--- config.mk ---
export PLATFORM = sky130hd
export DESIGN_NAME = ppu_vram_port
export DESIGN_NICKNAME = d
export VERILOG_FILES = /design/src/rtl/ppu_vram_port.sv
export SDC_FILE = /design/constraint.sdc
export NUM_CORES = 1
export LEC_CHECK = 0
export CAP_MARGIN = 20
export CORE_MARGIN = 8
export CORE_UTILIZATION = 51
export DETAILED_ROUTE_END_ITERATION = 12
export DONT_BUFFER_PORTS = 1
export GPL_TIMING_DRIVEN = 1
export PLACE_DENSITY = 0.66
export SYNTH_ARGS = -nofsm -noshare
export SYNTH_HDL_FRONTEND = slang
export SYNTH_SLANG_ARGS = --single-unit
--- constraint.sdc ---
create_clock -name clk -period 4.2 [get_ports clk]
set_input_delay 1.26 -clock clk [delete_from_list [all_inputs] [get_ports clk]]
set_output_delay 1.26 -clock clk [all_outputs]
set_load 0.03 [all_outputs]
--- src/rtl/ppu_vram_port.sv ---
// ppu_vram_port: CPU/PPU shared VRAM access port.
// Provides the $2000 increment bit, the $2006 two-write address latch, buffered
// $2007 access, nametable mirroring, a 32-entry internal palette and fixed-priority
// PPU/CPU arbitration onto one synchronous memory with configurable read latency.
module ppu_vram_port #(
    parameter int unsigned ADDR_W     = 14,
    parameter int unsigned DATA_W     = 8,
    parameter int unsigned PAL_W      = 6,
    parameter int unsigned MIRROR     = 1,
    parameter int unsigned RD_LATENCY = 1
) (
    input  logic              clk,
    input  logic              rst,
    input  logic [2:0]        cpu_reg_sel,
    input  logic [DATA_W-1:0] cpu_data_in,
    input  logic              cpu_write_en,
    input  logic              cpu_read_en,
    input  logic              status_read,
    output logic [DATA_W-1:0] cpu_data_out,
    output logic              busy,
    input  logic              ppu_req,
    input  logic [ADDR_W-1:0] ppu_addr,
    output logic [DATA_W-1:0] ppu_data,
    output logic              ppu_valid,
    output logic [ADDR_W-1:0] mem_addr,
    output logic [DATA_W-1:0] mem_wdata,
    output logic              mem_we,
    output logic              mem_re,
    input  logic [DATA_W-1:0] mem_rdata
);

    typedef enum logic [1:0] {IDLE, PPU_RD, CPU_WR, CPU_RD} state_t;

    localparam logic [ADDR_W-1:0] NT_BASE  = ADDR_W'(16'h2000);
    localparam logic [ADDR_W-1:0] PAL_BASE = ADDR_W'(16'h3F00);
    localparam logic [ADDR_W-1:0] CHR_OFS  = ADDR_W'(16'h1000);
    localparam logic [2:0]        LAT      = 3'(RD_LATENCY);

    // Nametable mirroring: 0x3000-0x3EFF aliases 0x2000-0x2EFF, CHR passes through.
    function automatic logic [ADDR_W-1:0] fold(input logic [ADDR_W-1:0] a);
        logic [1:0] t;
        logic [1:0] p;
        t = a[11:10];
        case (MIRROR)
            0:       p = {1'b0, t[1]};
            1:       p = {1'b0, t[0]};
            2:       p = 2'b00;
            3:       p = 2'b01;
            default: p = t;
        endcase
        if (a < NT_BASE) return a;
        return ADDR_W'({2'b10, p, a[9:0]});
    endfunction

    // Sprite backdrop entries 0x10/0x14/0x18/0x1C alias the background ones.
    function automatic logic [4:0] pal_idx(input logic [ADDR_W-1:0] a);
        logic [4:0] i;
        i = a[4:0];
        if (i[4] && (i[1:0] == 2'b00)) i[4] = 1'b0;
        return i;
    endfunction

    state_t            state_q, state_d;
    logic [2:0]        cnt_q, cnt_d;
    logic              free, issue_ppu, issue_cpu;

    logic [ADDR_W-1:0] vaddr;
    logic              w_tog, inc32;
    logic [DATA_W-1:0] rbuf;
    logic [PAL_W-1:0]  palette [32];

    logic              cpu_q, cpu_we_q;
    logic [ADDR_W-1:0] cpu_addr_q;
    logic [DATA_W-1:0] cpu_wdata_q;
    logic              out_pend, out_pal;
    logic [4:0]        out_idx;

    logic              ppu_pend, ppu_pal_q;
    logic [ADDR_W-1:0] ppu_pend_addr;
    logic [4:0]        ppu_pal_idx;

    logic [ADDR_W-1:0] op_addr;
    logic [DATA_W-1:0] op_wdata;

    logic              reg7_wr, reg7_rd, vaddr_pal, cpu_acc_mem, cpu_waiting, cpu_want;
    logic              ppu_live, ppu_want, cpu_want_we;
    logic [ADDR_W-1:0] acc_addr, ppu_want_addr, cpu_want_addr, step;
    logic [DATA_W-1:0] cpu_want_wdata;

    assign reg7_wr     = cpu_write_en && (cpu_reg_sel == 3'd7) && !cpu_q;
    assign reg7_rd     = cpu_read_en && !cpu_write_en && (cpu_reg_sel == 3'd7) && !cpu_q;
    assign vaddr_pal   = (vaddr >= PAL_BASE);
    assign cpu_acc_mem = reg7_rd || (reg7_wr && !vaddr_pal);
    // Palette reads still refresh the buffer from the nametable underneath.
    assign acc_addr    = fold((reg7_rd && vaddr_pal) ? (vaddr - CHR_OFS) : vaddr);
    assign step        = inc32 ? ADDR_W'(32) : ADDR_W'(1);

    assign ppu_live      = ppu_req && (ppu_addr < PAL_BASE);
    assign ppu_want      = ppu_pend || ppu_live;
    assign ppu_want_addr = ppu_pend ? ppu_pend_addr : fold(ppu_addr);

    assign cpu_waiting    = cpu_q && (state_q != CPU_WR) && (state_q != CPU_RD);
    assign cpu_want       = cpu_waiting || cpu_acc_mem;
    assign cpu_want_we    = cpu_waiting ? cpu_we_q : reg7_wr;
    assign cpu_want_addr  = cpu_waiting ? cpu_addr_q : acc_addr;
    assign cpu_want_wdata = cpu_waiting ? cpu_wdata_q : cpu_data_in;

    assign mem_addr  = op_addr;
    assign mem_wdata = op_wdata;
    assign mem_we    = (state_q == CPU_WR);
    assign mem_re    = ((state_q == PPU_RD) || (state_q == CPU_RD)) && (cnt_q == 3'd0);
    assign busy      = cpu_q;

    // Arbiter state register.
    always_ff @(posedge clk) begin
        if (!rst) begin
            state_q <= IDLE;
            cnt_q   <= '0;
        end else begin
            state_q <= state_d;
            cnt_q   <= cnt_d;
        end
    end

    // Next grant: memory is free when idle or in the last cycle of an access; PPU wins.
    always_comb begin
        state_d   = state_q;
        cnt_d     = cnt_q;
        free      = 1'b0;
        issue_ppu = 1'b0;
        issue_cpu = 1'b0;
        case (state_q)
            PPU_RD, CPU_RD: begin
                if (cnt_q == LAT) free = 1'b1;
                else              cnt_d = cnt_q + 3'd1;
            end
            default: free = 1'b1;
        endcase
        if (free) begin
            cnt_d   = '0;
            state_d = IDLE;
            if (ppu_want) begin
                issue_ppu = 1'b1;
                state_d   = PPU_RD;
            end else if (cpu_want) begin
                issue_cpu = 1'b1;
                state_d   = cpu_want_we ? CPU_WR : CPU_RD;
            end
        end
    end

    // CPU-visible registers: control bit, address latch/pointer and palette writes.
    always_ff @(posedge clk) begin
        if (!rst) begin
            vaddr <= '0;
            w_tog <= 1'b0;
            inc32 <= 1'b0;
            for (int unsigned i = 0; i < 32; i++) palette[i] <= '0;
        end else begin
            if (cpu_write_en && (cpu_reg_sel == 3'd0)) inc32 <= cpu_data_in[2];
            if (cpu_write_en && (cpu_reg_sel == 3'd6)) begin
                if (!w_tog || status_read) begin
                    vaddr <= {cpu_data_in[ADDR_W-9:0], vaddr[7:0]};
                    w_tog <= ~status_read;
                end else begin
                    vaddr <= {vaddr[ADDR_W-1:8], cpu_data_in[7:0]};
                    w_tog <= 1'b0;
                end
            end else if (status_read) begin
                w_tog <= 1'b0;
            end
            if (reg7_wr || reg7_rd) vaddr <= vaddr + step;
            if (reg7_wr && vaddr_pal) palette[pal_idx(vaddr)] <= cpu_data_in[PAL_W-1:0];
        end
    end

    // CPU $2007 tracking: pending access, read data return and buffer refill.
    always_ff @(posedge clk) begin
        if (!rst) begin
            cpu_q        <= 1'b0;
            cpu_we_q     <= 1'b0;
            cpu_addr_q   <= '0;
            cpu_wdata_q  <= '0;
            out_pend     <= 1'b0;
            out_pal      <= 1'b0;
            out_idx      <= '0;
            cpu_data_out <= '0;
            rbuf         <= '0;
        end else begin
            out_pend <= reg7_rd;
            out_pal  <= vaddr_pal;
            out_idx  <= pal_idx(vaddr);
            if (out_pend) cpu_data_out <= out_pal ? DATA_W'(palette[out_idx]) : rbuf;
            if (cpu_acc_mem) begin
                cpu_q       <= 1'b1;
                cpu_we_q    <= reg7_wr;
                cpu_addr_q  <= acc_addr;
                cpu_wdata_q <= cpu_data_in;
            end else if ((state_q == CPU_WR) || ((state_q == CPU_RD) && free)) begin
                cpu_q <= 1'b0;
            end
            if ((state_q == CPU_RD) && free) rbuf <= mem_rdata;
        end
    end

    // PPU fetch path: queue while memory is occupied, answer palette fetches locally.
    always_ff @(posedge clk) begin
        if (!rst) begin
            ppu_pend      <= 1'b0;
            ppu_pend_addr <= '0;
            ppu_pal_q     <= 1'b0;
            ppu_pal_idx   <= '0;
            ppu_valid     <= 1'b0;
            ppu_data      <= '0;
        end else begin
            ppu_valid <= 1'b0;
            if (issue_ppu) begin
                ppu_pend <= 1'b0;
            end else if (ppu_live) begin
                ppu_pend      <= 1'b1;
                ppu_pend_addr <= fold(ppu_addr);
            end
            ppu_pal_q   <= ppu_req && (ppu_addr >= PAL_BASE);
            ppu_pal_idx <= pal_idx(ppu_addr);
            if (ppu_pal_q) begin
                ppu_valid <= 1'b1;
                ppu_data  <= DATA_W'(palette[ppu_pal_idx]);
            end else if ((state_q == PPU_RD) && free) begin
                ppu_valid <= 1'b1;
                ppu_data  <= mem_rdata;
            end
        end
    end

    // Address/data of the access being granted.
    always_ff @(posedge clk) begin
        if (!rst) begin
            op_addr  <= '0;
            op_wdata <= '0;
        end else if (issue_ppu) begin
            op_addr <= ppu_want_addr;
        end else if (issue_cpu) begin
            op_addr  <= cpu_want_addr;
            op_wdata <= cpu_want_wdata;
        end
    end

endmodule

# After elaboration in Yosys (flattened, before gate mapping)
# Memories as Yosys holds them, arrays and structs flattened. A register that Yosys moved wholly into a read port is not among the register bits.
# Index checks and enable logic that the tools add are counted.
[word_totals]
elab_cells = 149
mem_bits_rw = 192
reg_bits = 115
memories = 1
output_inout_bits = 42
in_bits = 39
[op_classes]
n_reduce_logical = 51
n_eq_ne = 9
add_sub_neg = 3
bitwise = 4
n_mux = 52
magnitude_cmp = 5
[memory_table]
columns = ["name", "words", "width", "rd", "rd_clocked_by_memory_dff", "wr", "line_no", "rtl"]
rows = [
  ["palette", 32, 6, 2, 1, 32, "70", "logic [PAL_W-1:0] palette [32];"],
]
[ops]
columns = ["operator", "n"]
rows = [
  ["$mux 14", 13],
  ["$lt 14x14->1 const B", 3],
  ["$mux 1", 29],
  ["$ge 14x14->1 const B", 2],
  ["$mux 6", 4],
  ["$logic_and 1x1->1", 19],
  ["$mux 8", 2],
  ["$add 14x6->14", 1],
  ["$sub 14x13->14 const B", 1],
  ["$reduce_bool 2->1", 6],
  ["$mux 5", 2],
  ["$reduce_and 2->1", 5],
  ["$reduce_or 2->1", 5],
  ["$logic_or 1x1->1", 7],
  ["$eq 3x3->1 const B", 2],
  ["$logic_not 3->1", 2],
  ["$reduce_or 6->1", 1],
  ["$eq 2x2->1 const B", 2],
  ["$logic_not 1->1", 4],
  ["$logic_not 2->1", 2],
  ["$mux 2", 2],
  ["$ne 2x2->1 const B", 2],
  ["$not 1->1", 4],
  ["$add 3x1->3 const B", 1],
  ["other kinds (3)", 3],
]

# Depth between registers and ports, before layout
# Gate-level depths: netlist of run 1.
[depth]
depth_word = 12
ltp_mapped = 9
mapped_depth_nobuf = 7

# Least setup slack after synthesis of run 1
# Ideal clock, no wire load.
[synth_timing]
path_kind = "input-to-reg"
startpoint = "input port cpu_reg_sel[2]"
endpoint = "memory palette[13][0] (enable)"
t_arrival_ns = 2.749
t_required_ns = 3.823
n_path_buf = 1
cell_stages = 5
setup_slack_ns = 1.073
setup_ns = 0.377
path_cell_list = "nand4b_2 > nor2_1 > nand4b_1 > buf_2 > o21ai_0"
[synth_lines]
columns = ["item", "line_no", "rtl"]
rows = [
  ["start: declaration", "14", "input logic [2:0] cpu_reg_sel,"],
  ["end: declaration", "70", ""],
]

==> out/results.txt, run 1 <==
Status: finished, final reports clean
Largest net degree at the start of global routing: 92
Final instance area: 17200 um^2
Post-synth EDFFs: 192
Highest clock rate: 346 MHz
Synth Warn #: 0
Post-DP Area: 16100 um^2
Top post-synthesis cells by area: edfxtp_1 (37%), mux4_2 (16%), dfxtp_1 (15%)
Die Y: 191 um
Sequential share of power: 50.2%
Io pins: 81
H-Tree Level Count: 2
Drt pass-1 iters: 5
Worst Skew: 12.4 ps
RSZ-0062 raised after global routing: no
Post-Syn Instances: 1334
Final cell count without fillers: 1755
Finish-stage setup viols: 0
Final Power: 6.99 mW
Max Cap Viol: 0
Post-CTS Hold Buffers: 0
Crit path kind: in -> reg
DP Wirelength: 28.3 mm
Class of the worst hold path: reg -> reg
Switch Pwr: 1.64 mW
Layout cell share with drive strength beyond 1: 16.7%
Clock latency at the later pin of the worst-skew pair: 520 ps
CP max FO: 10
I/O Buffers: 0
Num CTS Buffers: 35
Cell accounting for the most synthesized area: edfxtp_1
Type of origin of the critical path: input port
Post-synth top area share: 36.9%
Placed instance count: 1690
Worst hold slack: 454 ps
Clk slew on worst S/H paths: 60 ps
Actual slew at the worst max-slew pin: 1040 ps
Initial Util: 51.5%
Sequential cell area: 8180 um^2
Initial antenna violation count: 0
Reg2reg setup slack: 1430 ps
Sequential area share after synthesis: 52.3%
Clock Tree Buf Depth: 3
Site row count: 64
RR Startpoint: ppu_pal_idx[1]$_SDFF_PN0_
Post-CTS Setup Bufs: 0
Core Area: 30300 um^2
Post-Syn Area: 15600 um^2
Routed vias/inst: 6.22
Worst reg2reg endpoint: ppu_data[2]$_SDFFE_PN0P_
Total grt overflow: 0
GP Congestion: 0.872
Die width: 191 um
Worst Setup End Kind: flip-flop
Switch share: 23.4%
Clk pwr share: 43.3%
Post-route ant nets: 0
Hold EP: ppu_pend_addr[9]$_SDFFE_PN0P_
R2R depth: 5
Post_cts resized: 0
Total GRT Usage: 23.0%
Final TNS setup: 0 ps
# DRC: 0
Worst slew margin: 30.6%
Logic pwr share: 6.5%
Vias in the first global route: 10606
Synth cell types: 69
CP required: 4340 ps
Syn_area_per_cell: 11.7 um^2
TritonCTS clock tree: yes
Pleak: 5.92 nW
First-pass GRT wire length: 64.3 mm
Slew Viols, Final: 0
Layout Nets: 1377
Via count: 10919
Syn-to-layout area delta: 10.1%
Starting DRT DRC Count: 1277
CP arrival: 3030 ps
#FFs+latches synth: 312
Clk sinks: 312
VDD IR max: 0.000230 V
Crit share post-route: 68.8%
Post-route minimum period: 2890 ps
Top_reg_cell synth: edfxtp_1
Cell Pwr Density: 406 nW/um^2
FILL cells: 2484
Design internal power: 5.36 mW
Die ar.: 36500 um^2
DR WL/cell: 23.9 um
DRT Wirelength: 41.9 mm
Footprint of the multi-input gates: 7040 um^2
Hold Crit Start: ppu_pend_addr[9]$_SDFFE_PN0P_
Worst hold path depth: 2
Final hold violation count: 0
Ys async rst share: 0%
Root Driver: clkbuf_16
area by class of cell:
| type | instances | share of cell area, % |
|---|---|---|
| Multi-Input combinational cell | 927 | 40.9 |
| Clock buffer | 43 | 5.62 |
| Tap cell | 396 | 2.88 |
| Clock inverter | 21 | 1.04 |
| Sequential cell | 312 | 47.5 |
| Antenna cell | 1 | 0.0145 |
| Inverter | 18 | 0.393 |
| Timing Repair Buffer | 37 | 1.61 |
sequential cells by signal (all words and copies together) (netlist names), named ones only:
signal / cells
out_pal: 1
busy: 1
w_tog: 1
state_q: 2
mem_addr: 14
cpu_addr_q: 14
mem_wdata: 8
ppu_valid: 1
cpu_we_q: 1
vaddr: 14
ppu_pend: 1
inc32: 1
ppu_pal_idx: 5
rbuf: 8
cpu_data_out: 8
ppu_pal_q: 1
ppu_pend_addr: 14
out_pend: 1
cnt_q: 3
ppu_data: 8
cpu_wdata_q: 8
palette: 192
cell usage in the layout (no fill, tap or decap), types with 17 or more instances in the layout:
| cell type | instances |
|---|---|
| nor2_1 | 72 |
| edfxtp_1 | 192 |
| nand2_1 | 185 |
| dfxtp_1 | 116 |
| a21oi_1 | 69 |
| o21ai_0 | 54 |
| inv_1 | 17 |
| mux4_2 | 108 |
| and2_1 | 180 |
| clkbuf_16 | 36 |
| buf_4 | 37 |
| o22ai_1 | 17 |
| conb_1 | 24 |
| a31oi_1 | 18 |
| nor3_1 | 18 |
cells by family (layout without fill, tap and decap cells):
| group | count (synthesis) | after routing | share of synthesized area, % |
|---|---|---|---|
| other | 1 | 25 | 0.0240 |
| buffers and inverters | 118 | 119 | 3.24 |
| adder cells (fa/ha/maj) | 7 | 7 | 0.561 |
| AO/OA/AOI/OAI | 227 | 227 | 9.16 |
| AND/OR/NAND/NOR | 537 | 537 | 17.6 |
| multiplexers | 128 | 128 | 16.9 |
| XOR/XNOR | 4 | 4 | 0.224 |
| flip-flops | 312 | 312 | 52.3 |
worst max-delay path by stage:
stage | from | endpoint | slack (ps) | depth (start not counted)
floorplan | cpu_reg_sel[2] | palette[13][0]$_SDFFCE_PN0P_ | 1070 | 5
CTS | state_q[1]$_SDFFE_PN0N_ | mem_we | 1300 | 1
detailed placement | cpu_reg_sel[2] | palette[13][5]$_SDFFCE_PN0P_ | 800 | 5
global route | cpu_reg_sel[2] | palette[13][3]$_SDFFCE_PN0P_ | 1160 | 5
global placement | cpu_reg_sel[2] | palette[13][4]$_SDFFCE_PN0P_ | 890 | 5
finish | cpu_reg_sel[2] | palette[29][4]$_SDFFCE_PN0P_ | 1310 | 5
worst max-delay path, cell delays in order:
cell      delay, ps
nand4b_2        220
nor2_1          440
nand4b_1        190
buf_4           240
o21ai_0         670
metrics by stage:
stage	utilization, %	worst slack (ps)
global route	56.7	1160
global placement	52.9	892
CTS	56.7	1300
finish	56.7	1310
floorplan	-	1070
detailed placement	52.9	801
metal layers:
| metal | GRT usage (%) | share of wire, % | vias up |
|---|---|---|---|
| li1 | - | - | 4910 |
| met1 | 31.7 | 41 | 5367 |
| met2 | 34.9 | 45 | 544 |
| met3 | 6.22 | 11 | 98 |
| met4 | 7.79 | 3.1 | 0 |
| met5 | 0 | 0 | - |
power by group through the flow:
stage               clock, mW  combinational, mW  sequential (mW)
floorplan                   0              0.387             3.50
global placement            0              0.438             3.57
detailed placement          0              0.445             3.58
CTS                      3.07              0.447             3.51
global route             3.19              0.484             3.53
finish                   3.03              0.453             3.51
cell usage after synthesis, types with 6 or more instances:
| cell | count |
|---|---|
| nand2b_1 | 10 |
| inv_1 | 17 |
| buf_2 | 11 |
| nor3_1 | 18 |
| a31oi_1 | 18 |
| a21oi_1 | 69 |
| nor2_1 | 72 |
| edfxtp_1 | 192 |
| mux2i_1 | 15 |
| nand2_1 | 185 |
| nor2b_1 | 16 |
| mux4_2 | 108 |
| o21ai_0 | 55 |
| dfxtp_1 | 120 |
| a311oi_1 | 10 |
| and3_1 | 6 |
| a211oi_1 | 14 |
| nand3_1 | 16 |
| buf_1 | 9 |
| a22oi_1 | 8 |
| and2_1 | 180 |
| ha_1 | 7 |
| o22ai_1 | 17 |
| clkbuf_1 | 71 |
| a32o_1 | 6 |
No activity file was read; power rests on OpenSTA's default activity.
==> run 2, diff against run 1 <==
clock period = 2.8 ns   (was 4.2 ns; I/O delays follow)
==> run 2 against run 1 <==
Against the previous run:
- via count is 0.67% higher
- clock skew up 14 ps
- register-to-register slack got worse by 1100 ps
- sequential cell count unchanged
- cell count up 1.9%
- non-clock buffer count rose by 35
- sequential share of layout area decreased by 0.91 points
- cell area up 2.0%
- total power rose by 49%
- largest cell class unchanged
- highest routed layer is now met5
==> out/results.txt, run 2 (synthesis gave the netlist of run 1 again) <==
Core Area: 30300 um^2 (unchanged)
Starting DRT DRC Count: 1158 (was 1277)
Syn-to-layout area delta: 12.3% (was 10.1%)
Post-CTS Setup Bufs: 0 (unchanged)
GR Util met2: 34.7% (was 34.9%)
Layout cell share with drive strength beyond 1: 18.8% (was 16.7%)
Finish-stage setup viols: 0 (unchanged)
GP Congestion: 0.938 (was 0.872)
Layout Nets: 1412 (was 1377)
Cell Pwr Density: 596 nW/um^2 (was 406 nW/um^2)
Critical-path cell list: nor2b_1 (was nand4b_2 -> nor2_1 -> nand4b_1 -> buf_4 -> o21ai_0)
Clk pwr share: 42.7% (was 43.3%)
Initial antenna violation count: 1 (was 0)
DR WL/cell: 23.4 um (was 23.9 um)
RR Startpoint: vaddr[10]$_SDFFE_PN0P_ (was ppu_pal_idx[1]$_SDFF_PN0_)
FILL cells: 2466 (was 2484)
Busiest grt layer: met2 (unchanged)
Largest register FFs: 192 (unchanged)
Pleak: 6.13 nW (was 5.92 nW)
Vias in the first global route: 10550 (was 10606)
H-Tree Level Count: 2 (unchanged)
First-pass GRT wire length: 63.8 mm (was 64.3 mm)
Post-CTS Hold Buffers: 0 (unchanged)
Sequential cell area: 8180 um^2 (unchanged)
Post-route minimum period: 2460 ps
Crit share post-route: 87.8%
Reg2reg setup slack: 370 ps (was 1430 ps)
TritonCTS clock tree: yes (unchanged)
Worst slew margin: 29.0% (was 30.6%)
Final instance area: 17500 um^2 (was 17200 um^2)
Initial Util: 51.5% (unchanged)
Largest net degree at the start of global routing: 92 (unchanged)
CP top delay family: simple AND/OR/NAND/NOR gates (unchanged)
VDD IR max: 0.000384 V (was 0.000230 V)
Met1 Track Usage GR: 32.1% (was 31.7%)
DRT Wirelength: 41.8 mm (was 41.9 mm)
Final TNS setup: 0 ps (unchanged)
Footprint of the multi-input gates: 7040 um^2 (unchanged)
I/O Buffers: 0 (unchanged)
Most frequent cells in the layout: edfxtp_1 (192), nand2_1 (185), and2_1 (180) (unchanged)
Status: finished, final reports clean (unchanged)
Worst path buffer plus inverter count: 0 (was 1)
CP arrival: 1620 ps (was 3030 ps)
Post-DP Area: 16400 um^2 (was 16100 um^2)
Hold EP: w_tog$_SDFFE_PN0P_ (was ppu_pend_addr[9]$_SDFFE_PN0P_)
Switch share: 23.3% (was 23.4%)
Crit path kind: reg -> out (was in -> reg)
Num CTS Buffers: 35 (unchanged)
RSZ-0062 raised after global routing: no (unchanged)
Max Cap Viol: 0 (unchanged)
Worst Setup End Kind: output pin (was flip-flop)
Total GRT Usage: 22.8% (was 23.0%)
DP Wirelength: 28.8 mm (was 28.3 mm)
Met3 Usage GRT: 5.64% (was 6.22%)
# DRC: 0 (unchanged)
Worst reg2reg endpoint: cpu_addr_q[4]$_SDFFE_PN0P_ (was ppu_data[2]$_SDFFE_PN0P_)
CP required: 1960 ps (was 4340 ps)
Clock latency at the later pin of the worst-skew pair: 520 ps (about the same)
Via count: 10992 (was 10919)
Clk slew on worst S/H paths: 60 ps (about the same)
CP max stage delay: 660 ps (was 670 ps)
Clk sinks: 312 (unchanged)
Switch Pwr: 2.44 mW (was 1.64 mW)
Drt pass-1 iters: 5 (unchanged)
Die Y: 191 um (unchanged)
Root Driver: clkbuf_16 (unchanged)
CP max FO: 7 (was 10)
Hold Crit Start: status_read (was ppu_pend_addr[9]$_SDFFE_PN0P_)
Final Power: 10.5 mW (was 6.99 mW)
Die width: 191 um (unchanged)
Final hold violation count: 0 (unchanged)
Type of origin of the critical path: flip-flop (was input port)
Slew Viols, Final: 0 (unchanged)
Post_cts resized: 0 (unchanged)
Highest clock rate: 407 MHz
Io pins: 81 (unchanged)
R2R depth: 6 (was 5)
Class of the worst hold path: in -> reg (was reg -> reg)
Logic pwr share: 7.3% (was 6.5%)
Post-route ant nets: 0 (unchanged)
Sequential share of power: 50.0% (was 50.2%)
Most common cell after layout, fill and taps aside: edfxtp_1 (unchanged)
CP max-delay cell: nor2b_1 (was o21ai_0)
Design internal power: 8.02 mW (was 5.36 mW)
Worst hold path depth: 1 (was 2)
Worst Skew: 26.3 ps (was 12.4 ps)
Diodes inserted: 0 (was 1)
Reg with most FFs: palette (unchanged)
Post-Route Utilization: 57.8% (was 56.7%)
Site row count: 64 (unchanged)
Routed vias/inst: 6.14 (was 6.22)
Worst hold slack: 406 ps (was 454 ps)
Actual slew at the worst max-slew pin: 1060 ps (was 1040 ps)
Die ar.: 36500 um^2 (unchanged)
Total grt overflow: 0 (unchanged)
Clock Tree Buf Depth: 3 (unchanged)
## run 2: changes by cell type in the layout (fill, tap and decap cells not counted), moves of 2 or more
cell,before,now
clkinvlp_4,3,1
clkinv_1,5,2
buf_4,37,64
clkinv_2,7,10
clkbuf_1,3,6
buf_12,0,8
## run 2: metrics by stage
step / worst slack (ps) / cells
6_report: 341 / 1789
5_1_grt: 240 / 1789
4_1_cts: 339 / 1789
3_5_place_dp: 185 / 1725
3_3_place_gp: 253 / 1725
2_1_floorplan: 93.4 / 1357
## run 2: layout make-up
type | instances | share of cell area [%]
inverter | 18 | 0.385
timing repair buffer | 72 | 3.65
clock buffer | 47 | 5.67
tap | 396 | 2.82
sequential | 312 | 46.6
clock inverter | 17 | 0.735
multi-input combinational | 927 | 40.1
## run 2: worst max-delay path by stage
stage	from	to	cells after the start
final	state_q[1]$_SDFFE_PN0N_	mem_we	1
after global routing	vaddr[10]$_SDFFE_PN0P_	palette[29][0]$_SDFFCE_PN0P_	6
after CTS	state_q[1]$_SDFFE_PN0N_	mem_we	1
after detailed placement	cpu_reg_sel[2]	mem_addr[11]$_SDFFE_PN0P_	7
after global placement	cpu_reg_sel[2]	mem_addr[11]$_SDFFE_PN0P_	7
after floorplan	cpu_reg_sel[2]	palette[1][0]$_SDFFCE_PN0P_	5
## run 2: worst reg2reg max path: stages (launching register included)
cell and delay [ps]:
dfxtp_1 480, nand3_1 250, buf_4 230, o31ai_2 900
buf_4 310, nand2_1 70, a21oi_1 130
## run 2: power groups by stage
stage                     clock network [mW]  logic (mW)  registers (mW)
final                                   4.47       0.759            5.23
after global routing                    4.71       0.809            5.24
after CTS                               4.52       0.752            5.23
after detailed placement                   0       0.748            5.32
after global placement                     0       0.738            5.31
after floorplan                            0       0.580            5.25
## run 2: layer usage
metal,wire [um],vias up
li1,-,4970
met5,13,-
met2,18900,546
met4,1100,2
met3,4400,76
met1,17400,5398
==> run 3, diff against run 2 <==
DONT_BUFFER_PORTS = unset   (was 1)
PLACE_DENSITY = 0.69   (was 0.66)
==> run 3 against run 2 <==
Against the previous run:
- clock-buffer cell count decreased by 9
- clock power up 4%
- routed wire length up 2.0%
- largest power group unchanged
- highest routed layer unchanged
==> out/results.txt, run 3 (synthesis gave the netlist of run 1 again) <==
Status: finished, final reports clean (unchanged)
Worst path buffer plus inverter count: 1 (was 0)
CP max stage delay: 730 ps (was 660 ps)
Final instance area: 18600 um^2 (was 17500 um^2)
Final Power: 10.8 mW (was 10.5 mW)
Pleak: 6.56 nW (was 6.13 nW)
Vias in the first global route: 11123 (was 10550)
CP max FO: 6 (was 7)
Post-Route Utilization: 61.1% (was 57.8%)
Clk slew on worst S/H paths: 60 ps (about the same)
Core Area: 30300 um^2 (unchanged)
Critical-path cell list: clkdlybuf4s50_1 (was nor2b_1)
Cell Pwr Density: 585 nW/um^2 (was 596 nW/um^2)
Footprint of the multi-input gates: 7040 um^2 (unchanged)
TritonCTS clock tree: yes (unchanged)
Worst slew margin: 38.1% (was 29.0%)
Root Driver: clkbuf_16 (unchanged)
Met1 Track Usage GR: 31.3% (was 32.1%)
Max Cap Viol: 0 (unchanged)
Met3 Usage GRT: 6.88% (was 5.64%)
Type of origin of the critical path: flip-flop (unchanged)
Io pins: 81 (unchanged)
GR Util met2: 36.1% (was 34.7%)
Class of the worst hold path: reg -> reg (was in -> reg)
I/O Buffers: 80 (was 0)
RR Startpoint: ppu_pal_idx[0]$_SDFF_PN0_ (was vaddr[10]$_SDFFE_PN0P_)
Worst Setup End Kind: output pin (unchanged)
Routed vias/inst: 6.01 (was 6.14)
Largest register FFs: 192 (unchanged)
Die Y: 191 um (unchanged)
Layout cell share with drive strength beyond 1: 18.6% (was 18.8%)
Largest net degree at the start of global routing: 67 (was 92)
Post-DP Area: 17400 um^2 (was 16400 um^2)
DP Wirelength: 29.7 mm (was 28.8 mm)
Crit share post-route: 92.0% (was 87.8%)
Sequential cell area: 8180 um^2 (unchanged)
CP required: 1960 ps (about the same)
Num CTS Buffers: 34 (was 35)
Via count: 11352 (was 10992)
Worst Skew: 22.6 ps (was 26.3 ps)
DR WL/cell: 22.6 um (was 23.4 um)
Actual slew at the worst max-slew pin: 924 ps (was 1060 ps)
Highest clock rate: 388 MHz (was 407 MHz)
Die ar.: 36500 um^2 (unchanged)
Initial antenna violation count: 1 (unchanged)
Drt pass-1 iters: 5 (unchanged)
Site row count: 64 (unchanged)
Slew Viols, Final: 0 (unchanged)
CP arrival: 1730 ps (was 1620 ps)
Post-route ant nets: 0 (unchanged)
# DRC: 0 (unchanged)
Clock latency at the later pin of the worst-skew pair: 520 ps (about the same)
Total GRT Usage: 23.4% (was 22.8%)
Critical path launch point: busy$_SDFFE_PN0P_ (was state_q[1]$_SDFFE_PN0N_)
Post-CTS Hold Buffers: 0 (unchanged)
Diodes inserted: 0 (unchanged)
CP top delay family: buffers and inverters (was simple AND/OR/NAND/NOR gates)
Reg with most FFs: palette (unchanged)
First-pass GRT wire length: 65.6 mm (was 63.8 mm)
Most common cell after layout, fill and taps aside: edfxtp_1 (unchanged)
Reg2reg setup slack: 500 ps (was 370 ps)
Total grt overflow: 0 (unchanged)
Final hold violation count: 0 (unchanged)
Crit path kind: reg -> out (unchanged)
Clk sinks: 312 (unchanged)
Clock Tree Buf Depth: 3 (unchanged)
VDD IR max: 0.000448 V (was 0.000384 V)
Post-route minimum period: 2570 ps (was 2460 ps)
Finish-stage setup viols: 0 (unchanged)
Layout Nets: 1514 (was 1412)
FILL cells: 2386 (was 2466)
Worst hold path depth: 2 (was 1)
Die width: 191 um (unchanged)
GP Congestion: 0.863 (was 0.938)
RSZ-0062 raised after global routing: no (unchanged)
Most frequent cells in the layout: edfxtp_1 (192), nand2_1 (185), and2_1 (180) (unchanged)
Initial Util: 51.5% (unchanged)
H-Tree Level Count: 2 (unchanged)
DRT Wirelength: 42.6 mm (was 41.8 mm)
R2R depth: 5 (was 6)
Stages on the worst setup path: 1 (unchanged)
Busiest grt layer: met2 (unchanged)
Hold Crit Start: ppu_pend_addr[9]$_SDFFE_PN0P_ (was status_read)
Starting DRT DRC Count: 1287 (was 1158)
CP max-delay cell: clkdlybuf4s50_1 (was nor2b_1)
Syn-to-layout area delta: 18.8% (was 12.3%)
run 3: per-layer routing:
layer / part of all wire (%) / wire length [um]
met1: 41 / 17300
met2: 46 / 19500
met3: 11 / 4510
met4: 3.0 / 1260
met5: 0.030 / 13
run 3: final cells by class:
cell class | count | area share, %
Tap cell | 396 | 2.67
Sequential cell | 312 | 44.1
Multi-Input combinational cell | 927 | 37.9
Clock inverter | 22 | 1.39
Timing Repair Buffer | 175 | 8.77
Clock buffer | 38 | 4.78
Inverter | 18 | 0.364
run 3: power breakdown:
group          switching [mW]  total (mW)  internal, mW
logic                   0.551        1.03         0.475
clock network            1.82        4.65          2.83
registers               0.132        5.17          5.04
total                    2.50        10.8          8.34
run 3: timing repair:
item | in CTS | in global routing
gates resized for setup | 0 | 2
setup endpoints to repair | 0 | 2
buffers inserted | 0 | 0
run 3: worst paths after layout:
path                                                 endpoint
worst min-delay path            ppu_pend_addr[9]$_SDFFE_PN0P_
worst min register to register  ppu_pend_addr[9]$_SDFFE_PN0P_
worst max-delay path                                     busy
worst max register to register       ppu_data[2]$_SDFFE_PN0P_
run 3: stage by stage:
step                setup TNS (ps)  hold slack (ps)  instances  setup slack, ps
global placement             -4.59              440       1828           -0.796
floorplan                        0              433       1357             93.4
finish                           0              451       1888              225
global route                     0              477       1888              165
CTS                              0              455       1888             16.9
detailed placement            -121              446       1828            -9.95
